## src/rtl/bnn_feature_loader.sv

```systemverilog
// Streams one sample's features into a flat vector, launches the sequential BNN
// classifier, captures its prediction and hands it downstream over valid/ready.
module bnn_feature_loader #(
  parameter int FEAT_CNT     = 19,
  parameter int FEAT_BITS    = 4,
  parameter int CLASS_CNT    = 3,
  parameter int INFER_CYCLES = 44,
  parameter int TEST_CNT     = 1000
) (
  input  logic                            clk,
  input  logic                            rst,
  input  logic                            in_valid,
  output logic                            in_ready,
  input  logic [FEAT_BITS-1:0]            in_feat,
  input  logic                            in_last,
  output logic [FEAT_CNT*FEAT_BITS-1:0]   features,
  output logic                            bnn_start,
  input  logic [$clog2(CLASS_CNT)-1:0]    bnn_pred,
  output logic                            out_valid,
  input  logic                            out_ready,
  output logic [$clog2(CLASS_CNT)-1:0]    out_pred,
  output logic                            err_len,
  output logic [$clog2(TEST_CNT+1)-1:0]   sample_cnt,
  output logic                            done
);

  localparam int IDX_W  = (FEAT_CNT > 1) ? $clog2(FEAT_CNT) : 1;
  localparam int WAIT_W = $clog2(INFER_CYCLES + 1);
  localparam int CNT_W  = $clog2(TEST_CNT + 1);
  localparam int PRED_W = $clog2(CLASS_CNT);
  localparam int VEC_W  = FEAT_CNT * FEAT_BITS;

  localparam logic [IDX_W-1:0]  LAST_IDX   = IDX_W'(FEAT_CNT - 1);
  localparam logic [WAIT_W-1:0] WAIT_LOAD  = WAIT_W'(INFER_CYCLES - 1);
  localparam logic [CNT_W-1:0]  CNT_LIMIT  = CNT_W'(TEST_CNT);

  typedef enum logic [1:0] {
    S_LOAD  = 2'd0,
    S_START = 2'd1,
    S_WAIT  = 2'd2,
    S_OUT   = 2'd3
  } state_e;

  state_e              state_q, state_d;
  logic [IDX_W-1:0]    idx_q, idx_d;
  logic [VEC_W-1:0]    feat_q, feat_d;
  logic [WAIT_W-1:0]   wait_q, wait_d;
  logic [PRED_W-1:0]   pred_q, pred_d;
  logic [CNT_W-1:0]    cnt_q, cnt_d;
  logic                err_q, err_d;

  // Next-state logic: feature packing, length check, inference wait, output handshake.
  always_comb begin
    state_d = state_q;
    idx_d   = idx_q;
    feat_d  = feat_q;
    wait_d  = wait_q;
    pred_d  = pred_q;
    cnt_d   = cnt_q;
    err_d   = 1'b0;

    case (state_q)
      S_LOAD: begin
        if (in_valid) begin
          feat_d[idx_q*FEAT_BITS +: FEAT_BITS] = in_feat;
          if ((idx_q == LAST_IDX) && in_last) begin
            state_d = S_START;
            idx_d   = {IDX_W{1'b0}};
          end else if ((idx_q == LAST_IDX) || in_last) begin
            // Wrong-length sample: drop it; the next sample overwrites the partial vector.
            err_d = 1'b1;
            idx_d = {IDX_W{1'b0}};
          end else begin
            idx_d = idx_q + IDX_W'(1);
          end
        end else begin
          idx_d = idx_q;
        end
      end
      S_START: begin
        wait_d  = WAIT_LOAD;
        state_d = S_WAIT;
      end
      S_WAIT: begin
        if (wait_q == {WAIT_W{1'b0}}) begin
          pred_d  = bnn_pred;
          state_d = S_OUT;
        end else begin
          wait_d = wait_q - WAIT_W'(1);
        end
      end
      S_OUT: begin
        if (out_ready) begin
          state_d = S_LOAD;
          if (cnt_q != CNT_LIMIT) begin
            cnt_d = cnt_q + CNT_W'(1);
          end else begin
            cnt_d = cnt_q;
          end
        end else begin
          state_d = S_OUT;
        end
      end
      default: begin
        state_d = S_LOAD;
        idx_d   = {IDX_W{1'b0}};
      end
    endcase
  end

  // State and datapath registers.
  always_ff @(posedge clk or negedge rst) begin
    if (!rst) begin
      state_q <= S_LOAD;
      idx_q   <= {IDX_W{1'b0}};
      feat_q  <= {VEC_W{1'b0}};
      wait_q  <= {WAIT_W{1'b0}};
      pred_q  <= {PRED_W{1'b0}};
      cnt_q   <= {CNT_W{1'b0}};
      err_q   <= 1'b0;
    end else begin
      state_q <= state_d;
      idx_q   <= idx_d;
      feat_q  <= feat_d;
      wait_q  <= wait_d;
      pred_q  <= pred_d;
      cnt_q   <= cnt_d;
      err_q   <= err_d;
    end
  end

  assign in_ready   = (state_q == S_LOAD);
  assign bnn_start  = (state_q == S_START);
  assign out_valid  = (state_q == S_OUT);
  assign features   = feat_q;
  assign out_pred   = pred_q;
  assign err_len    = err_q;
  assign sample_cnt = cnt_q;
  assign done       = (cnt_q == CNT_LIMIT);

endmodule

```

## config.mk

```make
export PLATFORM = sky130hd
export DESIGN_NAME = bnn_feature_loader
export DESIGN_NICKNAME = d
export VERILOG_FILES = /design/src/rtl/bnn_feature_loader.sv
export SDC_FILE = /design/constraint.sdc
export NUM_CORES = 1
export LEC_CHECK = 0
export ABC_AREA = 1
export CAP_MARGIN = 25
export CELL_PAD_IN_SITES_DETAIL_PLACEMENT = 1
export CELL_PAD_IN_SITES_GLOBAL_PLACEMENT = 2
export CORE_ASPECT_RATIO = 0.7
export CORE_MARGIN = 2
export CORE_UTILIZATION = 27
export DETAILED_ROUTE_END_ITERATION = 16
export PLACE_DENSITY_LB_ADDON = 0.1
export SETUP_SLACK_MARGIN = 0.05
export SLEW_MARGIN = 5
export SYNTH_ARGS = -nofsm -noshare
export SYNTH_HDL_FRONTEND = slang
export SYNTH_SLANG_ARGS = --single-unit
```

## constraint.sdc

```tcl
create_clock -name clk -period 2.03 [get_ports clk]
set_input_delay 0.406 -clock clk [delete_from_list [all_inputs] [get_ports clk]]
set_output_delay 0.406 -clock clk [all_outputs]
set_load 0.02 [all_outputs]
```

==> Word-level counts from Yosys, hierarchy flattened <==
Cells that the tools add are included.
Widths: inputs -> output; s select.
{ "word_totals": {"regBits": 102, "wordCells": 47} }
{ "classes": {"add_sub_neg": 4, "eq_ne": 10, "n_shift": 2, "muxes": 14, "n_reduce_logical": 10} }
{ "op_table": {"columns": ["op", "n"], "rows": [
  ["$bwmux 76", 1],
  ["$shift 4x34->76 const A", 1],
  ["$shiftx 4x34->76", 1],
  ["$neg 7->34", 1],
  ["$pmux 6 s2", 1],
  ["$add 10x1->10 const B", 1],
  ["$eq 10x10->1 const B", 1],
  ["$mux 5", 2],
  ["$ne 10x10->1 const B", 1],
  ["$mux 2", 4],
  ["$pmux 2 s4", 1],
  ["$logic_not 6->1", 1],
  ["$mux 6", 1],
  ["$ne 2x2->1 const B", 3],
  ["$reduce_and 2->1", 3],
  ["$reduce_and 3->1", 2],
  ["$sub 6x1->6 const B", 1],
  ["$add 5x1->5 const B", 1],
  ["$eq 5x5->1 const B", 1],
  ["$eq 2x2->1 const B", 2],
  ["$mux 1", 4],
  ["$eq 2x1->1 const B", 1],
  ["$logic_not 2->1", 1],
  ["$ne 2x1->1 const B", 1],
  ["3 further kinds", 3]
]} }

==> Longest topological paths before layout <==
{ "logic_depth": {"depth_word": 6, "ltp_mapped": 13} }

==> Least setup slack after synthesis <==
No wires, ideal clock.
{ "synth_timing": {"kind": "flip-flop to flip-flop", "startpoint": "register idx_q[0]", "endpoint": "register feat_q[56], in the netlist features[56]", "setup_time_ns": 0.117, "arrival_ns": 1.919, "slack_ns": -0.006, "path_stages_with_launch": 13, "synth_period_minus_slack_ns": 2.036, "cell_sequence": "dfrtp_1 -> inv_2 -> ha_1 -> nand2_2 -> nor2_1 -> ha_1 -> buf_2 -> nand3_1 -> nor2_8 -> buf_6 -> nand2_2 -> nand2_1 -> nand2_1"} }
{ "synth_via": {"elab_chain_len": 3} }
{ "synth_rtl": {"columns": ["element", "line", "text"], "rows": [
  ["start: declaration", "45", "logic [IDX_W-1:0] idx_q, idx_d;"],
  ["start signal: assignment", "115", "idx_q <= {IDX_W{1'b0}};"],
  ["start signal: assignment", "123", "idx_q <= idx_d;"],
  ["$neg 7->34 (*)", "65", "feat_d[idx_q*FEAT_BITS +: FEAT_BITS] = in_feat;"],
  ["$shiftx 4x34->76 or $shift 4x34->76 (tied branches)", "65", null],
  ["$bwmux 76 (*)", "65", null],
  ["end signal: assignment", "116", "feat_q <= {VEC_W{1'b0}};"],
  ["end signal: assignment", "124", "feat_q <= feat_d;"],
  ["end: declaration", "46", "logic [VEC_W-1:0] feat_q, feat_d;"]
]} }
Every way passes the cells marked *; elsewhere a longest branch is shown, timed or not.
A chain may end at the register's enable or synchronous reset.

==> Final worst setup path <==
{ "layout_timing": {"startpoint": "register idx_q[1]", "endpoint": "register feat_q[39], in the netlist features[39]"} }
Same word-level chain as after synthesis.

==> results.md <==
- I/O Buffers: 103
- HPWL Detailed: 12.87 mm
- Met1 WL: 9.239 mm
- Yosys warns: 0
- Slew headroom: 62.29%
- Die footprint: 20380 um2
- Slew Limit Fails: 0
- Worst setup margin: between 0.09 and 0.1 ns
- Area share of the largest cell type after synthesis: 49.13%
- Startpoint class of the critical path: flip-flop
- GRT Util Overall: 17.27%
- Async SR Flop Fraction: 100.0%
- Met3 wire length: a little over 600 um
- First-pass GRT wire length: 27.47 mm
- Worst Reg-to-Reg Cells: 11
- Critical R2R Capture: features[39]$_DFFE_PN0P_
- Initial Util: 27.54%
- Diodes inserted: 0
- EDFF count, synth: 0
- Average wire per standard cell: 16.05 um
- RSZ-0062 raised after global routing: true
- Hold Crit Class: in2async
- Skew final: ~0.0076 ns
- Vias/cell: 4.612
- Mapped cell area: 5195 um2
- CP max stage cell: dfrtp_1
- F_max: approximately 520 MHz
- DIE HEIGHT: 120.1 um
- Netlist cell types: 32
- CTS sink count: 102
- Top FF cell, synth: dfrtp_1
- Period minus WS final: slightly below 2 ns
- Seq cells post-synth: 102
- Via count: 4953
- Clock buffer depth: 2
- DR pass1 iterations: 4
- Seq/Total Area, Yosys: 49.13%
- Initial antenna violation count: 0
- Most common cell after layout, fill and taps aside: nand2_1
- Filler cells: 2226
- WHS: between 0.4 and 0.5 ns
- Total wire length: 17.24 mm
- Setup tns final: 0 ns
- Syn Nets: 682
- Worst r2r src: idx_q[1]$_DFFE_PN0P_
- Max layer used: met4
- Vias in the first global route: 5085
- Total CTS buffers: 9
- Die Wd: 169.8 um
- Final Net Count: ~850
- Delay-heaviest family, CP: simple AND/OR/NAND/NOR gates
- CTS H-tree lvls: 3
- Clk_lat worst skew: 0.36 ns
- CP Max Fanout: 8
- DRC violations left: 0
- Fraction of layout cells with a size suffix above 1: 18.15%
- Drt first-iter violations: between 200 and 300
- Pin count of the biggest net entering global routing: 52
- CTS tree: built
- Worst VDD drop: 0.0004735 V
- CP bufs+invs: 2
- Core Region: about 19000 um2
- Mean Syn Cell Area: around 7.8 um2
- Crit Path Category: reg2reg
- Antenna Nets Post-Route: 0
- Final setup fails: 0
- Cell Pwr Density: 1258 nW/um2
- Register-to-register setup slack: approximately 0.098 ns
- Reg clk slew, reported paths: 0.08 ns
- Layout area overhead: 44.05%
- CP required: 2.27 ns
- CP arrival: 2.17 ns
- Max-Cap Viols: 0
- Synth area leaders: dfrtp_1 (49%), nand2_1 (17%), nor2_1 (5.3%), nand3_1 (5.0%), o21ai_0 (3.4%)
- I/O pins: 104
- Total congestion overflow: 0
- Met2 wire length: about 7.2 mm
- Gpl congestion: approximately 0.81
- Post-synth top area cell: dfrtp_1
- Tcrit/Tclk final: 95.17%
- Crit path capture type: flip-flop
- Status: finished, final reports clean
- Worst Tran Pin Value: about 0.56 ns
- Root Buffer: clkbuf_16
- Most frequent cells in the layout: nand2_1 (229), dfrtp_1 (100), clkdlybuf4s50_1 (99), nor2_1 (63), buf_4 (57)
- Synth Instances: 662
- Leakage power: 0.003545 uW
- Row count: between 40 and 50
- Post-placement setup slack: -0.09135 ns
- Crit-path cells: inv_2 > ha_4 > nand2_2 > nor2_4 > ha_4 > nand3_4 > nor2_8 > buf_12 > nand2_2 > nand2_1 > o21ai_0
- Final Hold Vio Count: 0
- Max incr delay on CP: 0.37 ns
==> routing by layer <==
layer,track usage [%],up-vias
met5,0,-
met4,4.113,0
met3,3.232,11
met2,24.59,77
met1,26.68,2436
li1,-,2429
==> through the flow <==
stage	std cells	util [%]	instance area [um2]	total power, uW
finish	1074	39.67	7483	9413
global route	1074	39.67	7483	10080
CTS	1060	38.44	7252	9089
detailed placement	1041	36.50	6887	7056
global placement	1041	36.50	6887	6965
floorplan	662	-	5204	5113
==> synth_stat cells, types with 2 or more instances <==
| cell | count |
|---|---|
| a21oi_1 | 3 |
| ha_1 | 9 |
| nand3_1 | 52 |
| nand2_2 | 12 |
| xor2_1 | 10 |
| nand2_1 | 234 |
| nor2_4 | 6 |
| nand3b_1 | 9 |
| mux2_2 | 2 |
| nand4_1 | 15 |
| xnor2_1 | 3 |
| o21ai_1 | 4 |
| o22ai_1 | 3 |
| nor2_1 | 73 |
| buf_2 | 9 |
| nor2_2 | 4 |
| inv_1 | 46 |
| inv_2 | 6 |
| nor3_1 | 8 |
| buf_6 | 3 |
| clkbuf_1 | 3 |
| dfrtp_1 | 102 |
| buf_4 | 3 |
| o21ai_0 | 35 |
==> cell families after synthesis <==
family                   count (synthesis)  synth area share [%]
multiplexers                             2                0.4335
buffers and inverters                   73                 6.214
AO/OA/AOI/OAI                           45                 4.408
adder cells (fa/ha/maj)                  9                 2.168
flip-flops                             102                 49.13
XOR/XNOR                                13                 2.192
AND/OR/NAND/NOR                        418                 35.45
==> sequential cells by signal, summed over array words and instances, names as in the netlist <==
signal      count
idx_q           5
err_len         1
out_pred        2
sample_cnt     10
features       76
wait_q          6
state_q         2
==> where the power goes <==
group / total [uW] / switching [uW] / internal [uW] / leakage (uW)
Combinational: 5080 / 3130 / 1960 / 0.00202
Sequential: 2540 / 219 / 2320 / 0.00139
Clock: 1790 / 832 / 962 / 0.000136
Total: 9410 / 4180 / 5240 / 0.00354
==> what timing repair did <==
item                       CTS  global route
pin swaps                    0             8
hold buffers                 1             0
hold endpoints to repair    11             0
gates cloned                 0             2
setup buffers                2            12
gates resized for setup     20            35
setup endpoints to repair   66            78
==> worst register-to-register path, delay by kind of cell (launching register included) <==
| kind | cells | cell delay [ns] |
|---|---|---|
| AO/OA/AOI/OAI | 1 | 0.08 |
| adder cells (fa/ha/maj) | 2 | 0.51 |
| buffers and inverters | 2 | 0.22 |
| flip-flops | 1 | 0.37 |
| AND/OR/NAND/NOR | 6 | 0.63 |
==> worst max-delay path by stage <==
stage	startpoint	end	slack, ns	cells after the start
2_1_floorplan	idx_q[0]$_DFFE_PN0P_	features[13]$_DFFE_PN0P_	0.04	10
3_3_place_gp	idx_q[0]$_DFFE_PN0P_	features[62]$_DFFE_PN0P_	-0.07	10
3_5_place_dp	idx_q[0]$_DFFE_PN0P_	features[35]$_DFFE_PN0P_	-0.09	11
4_1_cts	idx_q[0]$_DFFE_PN0P_	features[18]$_DFFE_PN0P_	0.05	9
5_1_grt	idx_q[1]$_DFFE_PN0P_	features[39]$_DFFE_PN0P_	-0.03	11
6_report	idx_q[1]$_DFFE_PN0P_	features[39]$_DFFE_PN0P_	0.1	11
==> area by class of cell <==
class,count,area [um2],share of cell area (%)
clock buffers,11,232.7,3.110
clock inverters,5,58.81,0.7858
inverters,55,216.5,2.892
multi-input cells,488,2470,33.00
flip-flops and latches,102,2555,34.14
well taps,242,302.8,4.046
repair buffers,171,1648,22.02
Note: power is estimated with default switching activity, not from simulation.
